### config.mk
export PLATFORM = sky130hd
export DESIGN_NAME = conv33_input
export DESIGN_NICKNAME = d
export VERILOG_FILES = /design/src/rtl/conv33_input.sv
export SDC_FILE = /design/constraint.sdc
export NUM_CORES = 1
export LEC_CHECK = 0
export CELL_PAD_IN_SITES_DETAIL_PLACEMENT = 0
export CELL_PAD_IN_SITES_GLOBAL_PLACEMENT = 2
export CORE_MARGIN = 8
export CORE_UTILIZATION = 35
export DETAILED_ROUTE_END_ITERATION = 8
export DONT_BUFFER_PORTS = 1
export GPL_TIMING_DRIVEN = 0
export HOLD_SLACK_MARGIN = 0.02
export PLACE_DENSITY_LB_ADDON = 0.1
export SYNTH_ARGS = -nofsm -noshare
export SYNTH_HDL_FRONTEND = slang
export SYNTH_SLANG_ARGS = --single-unit
### constraint.sdc
create_clock -name clk -period 3.85 [get_ports clk]
set_clock_uncertainty 0.1 [all_clocks]
set_input_delay 0.385 -clock clk [delete_from_list [all_inputs] [get_ports clk]]
set_output_delay 0.385 -clock clk [all_outputs]
set_load 0.005 [all_outputs]
### src/rtl/conv33_input.sv
// conv33_input: reads a block of words from a registered feature-map RAM and
// streams them out on a valid/ready interface with last/done signalling.
`default_nettype none

module conv33_input #(
  parameter int DATA_WIDTH = 8,
  parameter int ADDR_WIDTH = 10,
  parameter int LEN_WIDTH  = ADDR_WIDTH + 1
) (
  input  logic                  clk,
  input  logic                  rst,
  input  logic                  start,
  input  logic [ADDR_WIDTH-1:0] base_addr,
  input  logic [LEN_WIDTH-1:0]  length,
  output logic                  busy,
  output logic                  done,
  output logic                  mem_rd_en,
  output logic [ADDR_WIDTH-1:0] mem_rd_addr,
  input  logic [DATA_WIDTH-1:0] mem_rd_data,
  output logic                  valid_out,
  input  logic                  ready_in,
  output logic [DATA_WIDTH-1:0] data_out,
  output logic                  last_out
);

  typedef enum logic [1:0] {
    S_IDLE = 2'd0,
    S_RUN  = 2'd1,
    S_FIN  = 2'd2
  } state_t;

  localparam logic [LEN_WIDTH-1:0] LEN_ONE = {{(LEN_WIDTH-1){1'b0}}, 1'b1};

  state_t                r_state;
  state_t                w_next;
  logic [ADDR_WIDTH-1:0] r_base;
  logic [LEN_WIDTH-1:0]  r_len;
  logic [LEN_WIDTH-1:0]  r_issued;
  logic [LEN_WIDTH-1:0]  r_accepted;
  logic                  r_pending;
  logic [DATA_WIDTH-1:0] r_mem [2];
  logic                  r_wptr;
  logic                  r_rptr;
  logic [1:0]            r_count;

  logic                  w_accept;
  logic                  w_pop;
  logic                  w_is_last;
  logic [2:0]            w_occ;
  logic                  w_rd_en;

  assign valid_out   = (r_count != 2'd0);
  assign data_out    = r_mem[r_rptr];
  assign w_pop       = valid_out && ready_in;
  assign w_is_last   = (r_accepted == (r_len - LEN_ONE));
  assign last_out    = valid_out && w_is_last;
  assign mem_rd_en   = w_rd_en;
  assign mem_rd_addr = r_base + r_issued[ADDR_WIDTH-1:0];

  // Words still owed to the FIFO after this cycle's pop; a new read is only
  // issued when its data is guaranteed a free slot on arrival.
  assign w_occ = {1'b0, r_count} + {2'b00, r_pending} - {2'b00, w_pop};

  always_ff @(posedge clk or posedge rst) begin
    if (rst) begin
      r_state <= S_IDLE;
    end else begin
      r_state <= w_next;
    end
  end

  always_comb begin
    w_next   = r_state;
    w_accept = 1'b0;
    busy     = 1'b0;
    done     = 1'b0;
    w_rd_en  = 1'b0;
    case (r_state)
      S_IDLE: begin
        if (start) begin
          w_accept = 1'b1;
          w_next   = (length == '0) ? S_FIN : S_RUN;
        end
      end
      S_RUN: begin
        busy    = 1'b1;
        w_rd_en = (r_issued < r_len) && (w_occ < 3'd2);
        if (w_pop && w_is_last) begin
          w_next = S_FIN;
        end
      end
      S_FIN: begin
        busy   = 1'b1;
        done   = 1'b1;
        w_next = S_IDLE;
      end
      default: w_next = S_IDLE;
    endcase
  end

  always_ff @(posedge clk or posedge rst) begin
    if (rst) begin
      r_base     <= '0;
      r_len      <= '0;
      r_issued   <= '0;
      r_accepted <= '0;
      r_pending  <= 1'b0;
    end else begin
      r_pending <= w_rd_en;
      if (w_accept) begin
        r_base     <= base_addr;
        r_len      <= length;
        r_issued   <= '0;
        r_accepted <= '0;
      end else begin
        if (w_rd_en) begin
          r_issued <= r_issued + LEN_ONE;
        end
        if (w_pop) begin
          r_accepted <= r_accepted + LEN_ONE;
        end
      end
    end
  end

  // Two-entry FIFO fed by the RAM data that returns one cycle after each read.
  always_ff @(posedge clk or posedge rst) begin
    if (rst) begin
      r_mem[0] <= '0;
      r_mem[1] <= '0;
      r_wptr   <= 1'b0;
      r_rptr   <= 1'b0;
      r_count  <= 2'd0;
    end else begin
      if (r_pending) begin
        r_mem[r_wptr] <= mem_rd_data;
        r_wptr        <= ~r_wptr;
      end
      if (w_pop) begin
        r_rptr <= ~r_rptr;
      end
      r_count <= r_count + {1'b0, r_pending} - {1'b0, w_pop};
    end
  end

endmodule

`default_nettype wire
==> summary.txt, run 1 <==
Final GP Congestion: 0.7356
ys async rst share: 100.0%
Post-Syn Nets: 467
core area: 0.01084 sq mm
MaxCap Viol Count: 0
fin crit period: 3.602 ns
Total GRT Usage: 13.85%
Detail Placement HPWL: 7260 um
HP Class: primary input to register
nets: 488
fin. max-slew vios: 0
Place WS: 0.02909 ns
CTS root buffer: clkbuf_8
RSZ-0062 raised after global routing: no
Non-Filler Instances: 571
initial antenna violation count: 0
pin count of the biggest net entering global routing: 67
setup violators final: 0
crit path launch type: register
H-Tree Depth: 3
DIE WIDTH: 121.2 um
Synth Flop Type: dfrtp_1
Die H: 121.2 um
most frequent cells in the layout: dfrtp_1, nand2_1, inv_1
Worst Max-Slew Pin Slew: 0.8531 ns
CTS sink cnt: 66
register area share after synthesis: 42.65%
grt total ovfl: 0
Setup TNS: 0 ns
most common cell after layout, fill and taps aside: dfrtp_1
Cells after Synth: 405
crit path kind: register to output pin
number of global-route vias before repair: 2,993
Crit Path Max Fanout: 10
Post-synth EDFFs: 0
Yosys warnings: 0
CTS Buffer Depth: 2
PortBufs: 0
clk slew on worst S/H paths: 0.08 ns
TritonCTS clock tree: yes
fill count: 1,101
Worst R2R Setup Slack: 0.60 ns
Synth Area per Inst: 9.562 sq um
number of synthesized register bits: 66
IO Count: 56
outcome: finished, final reports clean
row count: 38
IR drop worst, VDD: 0.3587 mV
Die ar.: 0.01469 sq mm
Slew headroom: 43.12%
Critical Path Sink Type: output pin
Syn-to-layout area delta: 13.54%
# diodes: 0
Tcrit/Tclk final: 93.56%
Power Dens Cells: 708.5 mW/mm^2
Cell Count Post-Placement: 545
ANT nets after route: 0
Synth cell types: 44
initial core utilization: 35.72%
# DRC: 0
layout cells sized above 1: 11.37%
final hold violations: 0
first-pass GRT wire length: 15,690 um
worst setup margin: 0.2480 ns
static leakage: 1.976 nW
critical path arrival: 3.12 ns
synthesized cell area: 0.003872 sq mm
Pre-antenna DRT Iters: 4
FMAX: 0.2776 GHz
TritonCTS Buffers: 9
Vias: 2,960
via density per instance: 5.184
area occupied by multi-input gates: 0.002071 sq mm
Fin Hold WS: 0.04049 ns
final WL: 9685 um
Iteration-0 DRC Markers: 150
Skew-Pair Late Insertion Delay: 0.36 ns
Reg area: 0.001652 sq mm
wire length per cell: 16.96 um
CP Data Required Time: 3.37 ns
worst max-delay path: stages (launching register included):
cell	delay [ns]
dfrtp_1	0.39
inv_1	0.12
nand2_1	0.12
nand2_2	0.16
inv_4	0.08
ha_1	0.28
inv_1	0.04
ha_1	0.18
fa_1	0.47
nor3_1	0.18
nand3_1	0.12
a21o_2	0.28
clkbuf_4	0.21
inv_2	0.13
metal layers:
| metal | vias up | track usage (%) | wire length, um |
|---|---|---|---|
| li1 | 1461 | - | - |
| met1 | 1430 | 15.25 | 4165 |
| met2 | 57 | 24.01 | 4872 |
| met3 | 12 | 4.886 | 477 |
| met4 | 0 | 5.320 | 170 |
| met5 | - | 0 | 0 |
cell usage after synthesis, types with 3 or more instances:
cell type,n,area [sq um]
nor2_1,18,67.56
ha_1,27,337.8
nor3_1,8,40.04
clkbuf_1,9,33.78
xor2_1,14,122.6
and3_1,4,25.02
dfrtp_1,66,1652
xnor2_1,18,157.7
mux2_2,24,270.3
o31ai_1,3,22.52
nand3_1,14,70.07
nand2b_1,5,31.28
nand4_1,7,43.79
a21o_1,6,45.04
nor4_1,3,18.77
or4_1,4,30.03
o21ai_0,26,130.1
nand2_1,60,225.2
a21oi_1,20,100.1
inv_1,31,116.4
or3_1,8,50.05
registers in the layout (all words and copies together), names as in the netlist:
signal,flops
r_wptr,1
r_count,2
r_issued,11
r_state,2
r_pending,1
r_len,11
r_base,10
r_mem,16
r_rptr,1
r_accepted,11
logic make-up after synthesis:
kind of cell,after synthesis,share of synthesized area (%)
simple gates,140,17.61
mux,26,7.496
xor+xnor,32,7.238
compound gates,71,11.28
flops,66,42.65
buf+inv,41,3.974
fa+ha+maj,29,9.758
where the power goes:
group	total [mW]	switching, mW	internal [mW]
logic	1.27	0.703	0.563
registers	1.16	0.215	0.947
clock network	0.687	0.284	0.403
final timing paths:
| path | from | to | depth (start not counted) |
|---|---|---|---|
| hold reg to reg | r_base[3] | r_base[3] | 2 |
| setup / recovery | r_count[1] | mem_rd_en | 13 |
| max in group asynchronous | rst | r_len[0] | 2 |
| hold / removal | base_addr[1] | r_base[1] | 2 |
| min in group asynchronous | rst | r_base[8] | 2 |
| setup reg to reg | r_count[1] | r_issued[7] | 13 |
stage by stage:
| step | instance area, sq um | power (mW) | util (%) |
|---|---|---|---|
| 2_1_floorplan | 3872 | 2.114 | - |
| 4_1_cts | 4394 | 3.178 | 40.54 |
| 3_3_place_gp | 4048 | 2.421 | 37.34 |
| 3_5_place_dp | 4050 | 2.454 | 37.36 |
| 6_report | 4397 | 3.115 | 40.56 |
| 5_1_grt | 4397 | 3.381 | 40.56 |
area by class of cell:
class,instances,area share [%]
Multi-Input combinational cell,298,47.10
Sequential cell,66,37.56
Tap cell,140,3.984
Clock buffer,11,3.443
Inverter,32,2.846
Timing Repair Buffer,10,2.277
Clock inverter,5,1.935
Buffer,9,0.8537
what timing repair did:
| item | in CTS | in global routing |
|---|---|---|
| gates resized for setup | 5 | 2 |
| setup endpoints to repair | 2 | 1 |
| setup buffers | 0 | 0 |
| hold buffers | 10 | 0 |
| endpoints found under the hold margin | 75 | 0 |
Power figures use the tool's default switching activity.
==> run 2, diff against run 1 <==
CORE_UTILIZATION = 40   (was 35)
SLEW_MARGIN = 25   (was default)
==> run 2 against run 1 <==
Register-to-register slack got worse by 0.09 ns. First-iteration DRC count rose by 26%. Worst hold slack barely moved. Combinational power barely moved. Die area fell by 11%. Count of clock-buffer cells in the layout did not move. Largest cell class unchanged. Largest power group unchanged.
==> summary.txt, run 2 (synthesis results as in run 1) <==
initial antenna violation count: 0 (unchanged)
core area: 0.009594 sq mm (-11%)
pin count of the biggest net entering global routing: 45 (-33%)
fin crit period: 3.481 ns (-0.1211 ns)
CP Data Required Time: 3.37 ns (about the same)
Detail Placement HPWL: 7117 um (-2.0%)
via density per instance: 5.204 (+0.39%)
most common cell after layout, fill and taps aside: dfrtp_1
IO Count: 56 (unchanged)
Die H: 114.4 um (-5.6%)
Die ar.: 0.01309 sq mm (-11%)
Design Area, Final: 0.004327 sq mm (-1.6%)
final hold violations: 0 (unchanged)
placed cell area: 0.004069 sq mm (+0.46%)
first-pass GRT wire length: 15,520 um (-1.1%)
HP Class: primary input to register
Skew-Pair Late Insertion Delay: 0.34 ns (-0.02 ns)
Place WS: 0.1574 ns (+0.1283 ns)
Worst Max-Slew Pin Slew: 0.7040 ns (-0.1491 ns)
Pwr Total: 3.068 mW (-1.5%)
TritonCTS Buffers: 9 (unchanged)
post-layout util: 45.10% (+4.5 points)
clk slew on worst S/H paths: 0.08 ns (about the same)
# diodes: 0 (unchanged)
number of global-route vias before repair: 2,991 (-0.067%)
IR drop worst, VDD: 0.4197 mV (+17%)
Non-Filler Instances: 558 (-2.3%)
CTS Buffer Depth: 2 (unchanged)
Hold Path Origin: base_addr[9]
worst setup margin: 0.3690 ns (+0.1211 ns)
most frequent cells in the layout: dfrtp_1, nand2_1, inv_1
RSZ-0062 raised after global routing: no
Slew headroom: 52.89% (+9.8 points)
Crit Path Max Fanout: 18 (+8)
FMAX: 0.2873 GHz (+3.5%)
MaxCap Viol Count: 0 (unchanged)
crit path launch type: register
outcome: finished, final reports clean
row count: 36 (-5.3%)
Cell Count Post-Placement: 539 (-1.1%)
layout cells sized above 1: 11.76% (+0.40 points)
wire length per cell: 16.48 um (-2.8%)
Vias: 2,904 (-1.9%)
Critical Path Sink Type: output pin
Critical R2R Launch: r_count[1]
Biggest register: r_mem
max reg flops: 16 (unchanged)
H-Tree Depth: 3 (unchanged)
ANT nets after route: 0 (unchanged)
PortBufs: 0 (unchanged)
final WL: 9195 um (-5.1%)
critical path arrival: 3.00 ns (-0.12 ns)
Iteration-0 DRC Markers: 189 (+26%)
worst setup path start: r_count[1]
Setup TNS: 0 ns (unchanged)
Pre-antenna DRT Iters: 4 (unchanged)
CTS root buffer: clkbuf_8
Power Dens Cells: 709.2 mW/mm^2 (about the same)
TritonCTS clock tree: yes
Final GP Congestion: 0.7695 (+4.6%)
static leakage: 1.949 nW (-1.4%)
Tcrit/Tclk final: 90.42% (-3.1 points)
fin. max-slew vios: 0 (unchanged)
CTS sink cnt: 66 (unchanged)
nets: 482 (-1.2%)
initial core utilization: 40.36% (+4.6 points)
grt total ovfl: 0 (unchanged)
Total GRT Usage: 15.36% (+1.5 points)
setup violators final: 0 (unchanged)
Syn-to-layout area delta: 11.73%
# DRC: 0 (unchanged)
fill count: 991 (-10%)
crit path kind: register to output pin
Fin Hold WS: 0.04080 ns (+0.0003070 ns)
DIE WIDTH: 114.4 um (-5.6%)
run 2: layout make-up:
type                            count  area, sq um  share of cell area [%]
Timing Repair Buffer                5        62.56                   1.446
Sequential cell                    66         1652                   38.17
Tap cell                          133        166.4                   3.846
Multi-Input combinational cell    298         2071                   47.86
Buffer                              8        30.03                  0.6940
Clock inverter                      5        77.57                   1.793
Clock buffer                       11        141.4                   3.268
Inverter                           32        126.4                   2.921
run 2: per-layer routing:
layer,global-route usage [%],wire [um],vias to the layer above
li1,-,-,1445
met1,19.66,4255,1377
met2,23.21,4052,71
met3,5.696,770,11
met4,5.324,116,0
met5,0,0,-
run 2: path summary, 6_finish.rpt:
check                      slack, ns             to  cells past startpoint
max reg2reg                     0.51   r_issued[10]                     14
min in group asynchronous       0.39      r_base[5]                      2
min reg2reg                     0.39         r_wptr                      1
max                             0.37      mem_rd_en                     13
min                             0.04      r_base[9]                      2
max in group asynchronous       2.74  r_accepted[5]                      3
run 2: timing repair:
item	4_1_cts	5_1_grt
setup endpoints to repair	1	4
pin swaps	0	0
setup buffers	0	2
gates resized for setup	1	3
endpoints found under the hold margin	22	1
hold buffers	1	1
run 2: critical path: stages (launching register included):
cell	delay, ns
dfrtp_1	0.40
inv_1	0.12
nand2_1	0.13
nand2_2	0.16
clkinvlp_4	0.12
ha_1	0.27
inv_1	0.04
ha_1	0.18
fa_1	0.38
xnor2_1	0.13
nor3_1	0.13
nand3_1	0.11
a21o_2	0.31
inv_2	0.16
run 2: report_power, final:
| group | total (mW) | leakage [nW] | internal [mW] | switching [mW] |
|---|---|---|---|---|
| Combinational | 1.25 | 1.00 | 0.564 | 0.686 |
| Clock | 0.655 | 0.109 | 0.380 | 0.274 |
| Sequential | 1.16 | 0.836 | 0.947 | 0.217 |
| Total | 3.07 | 1.95 | 1.89 | 1.18 |
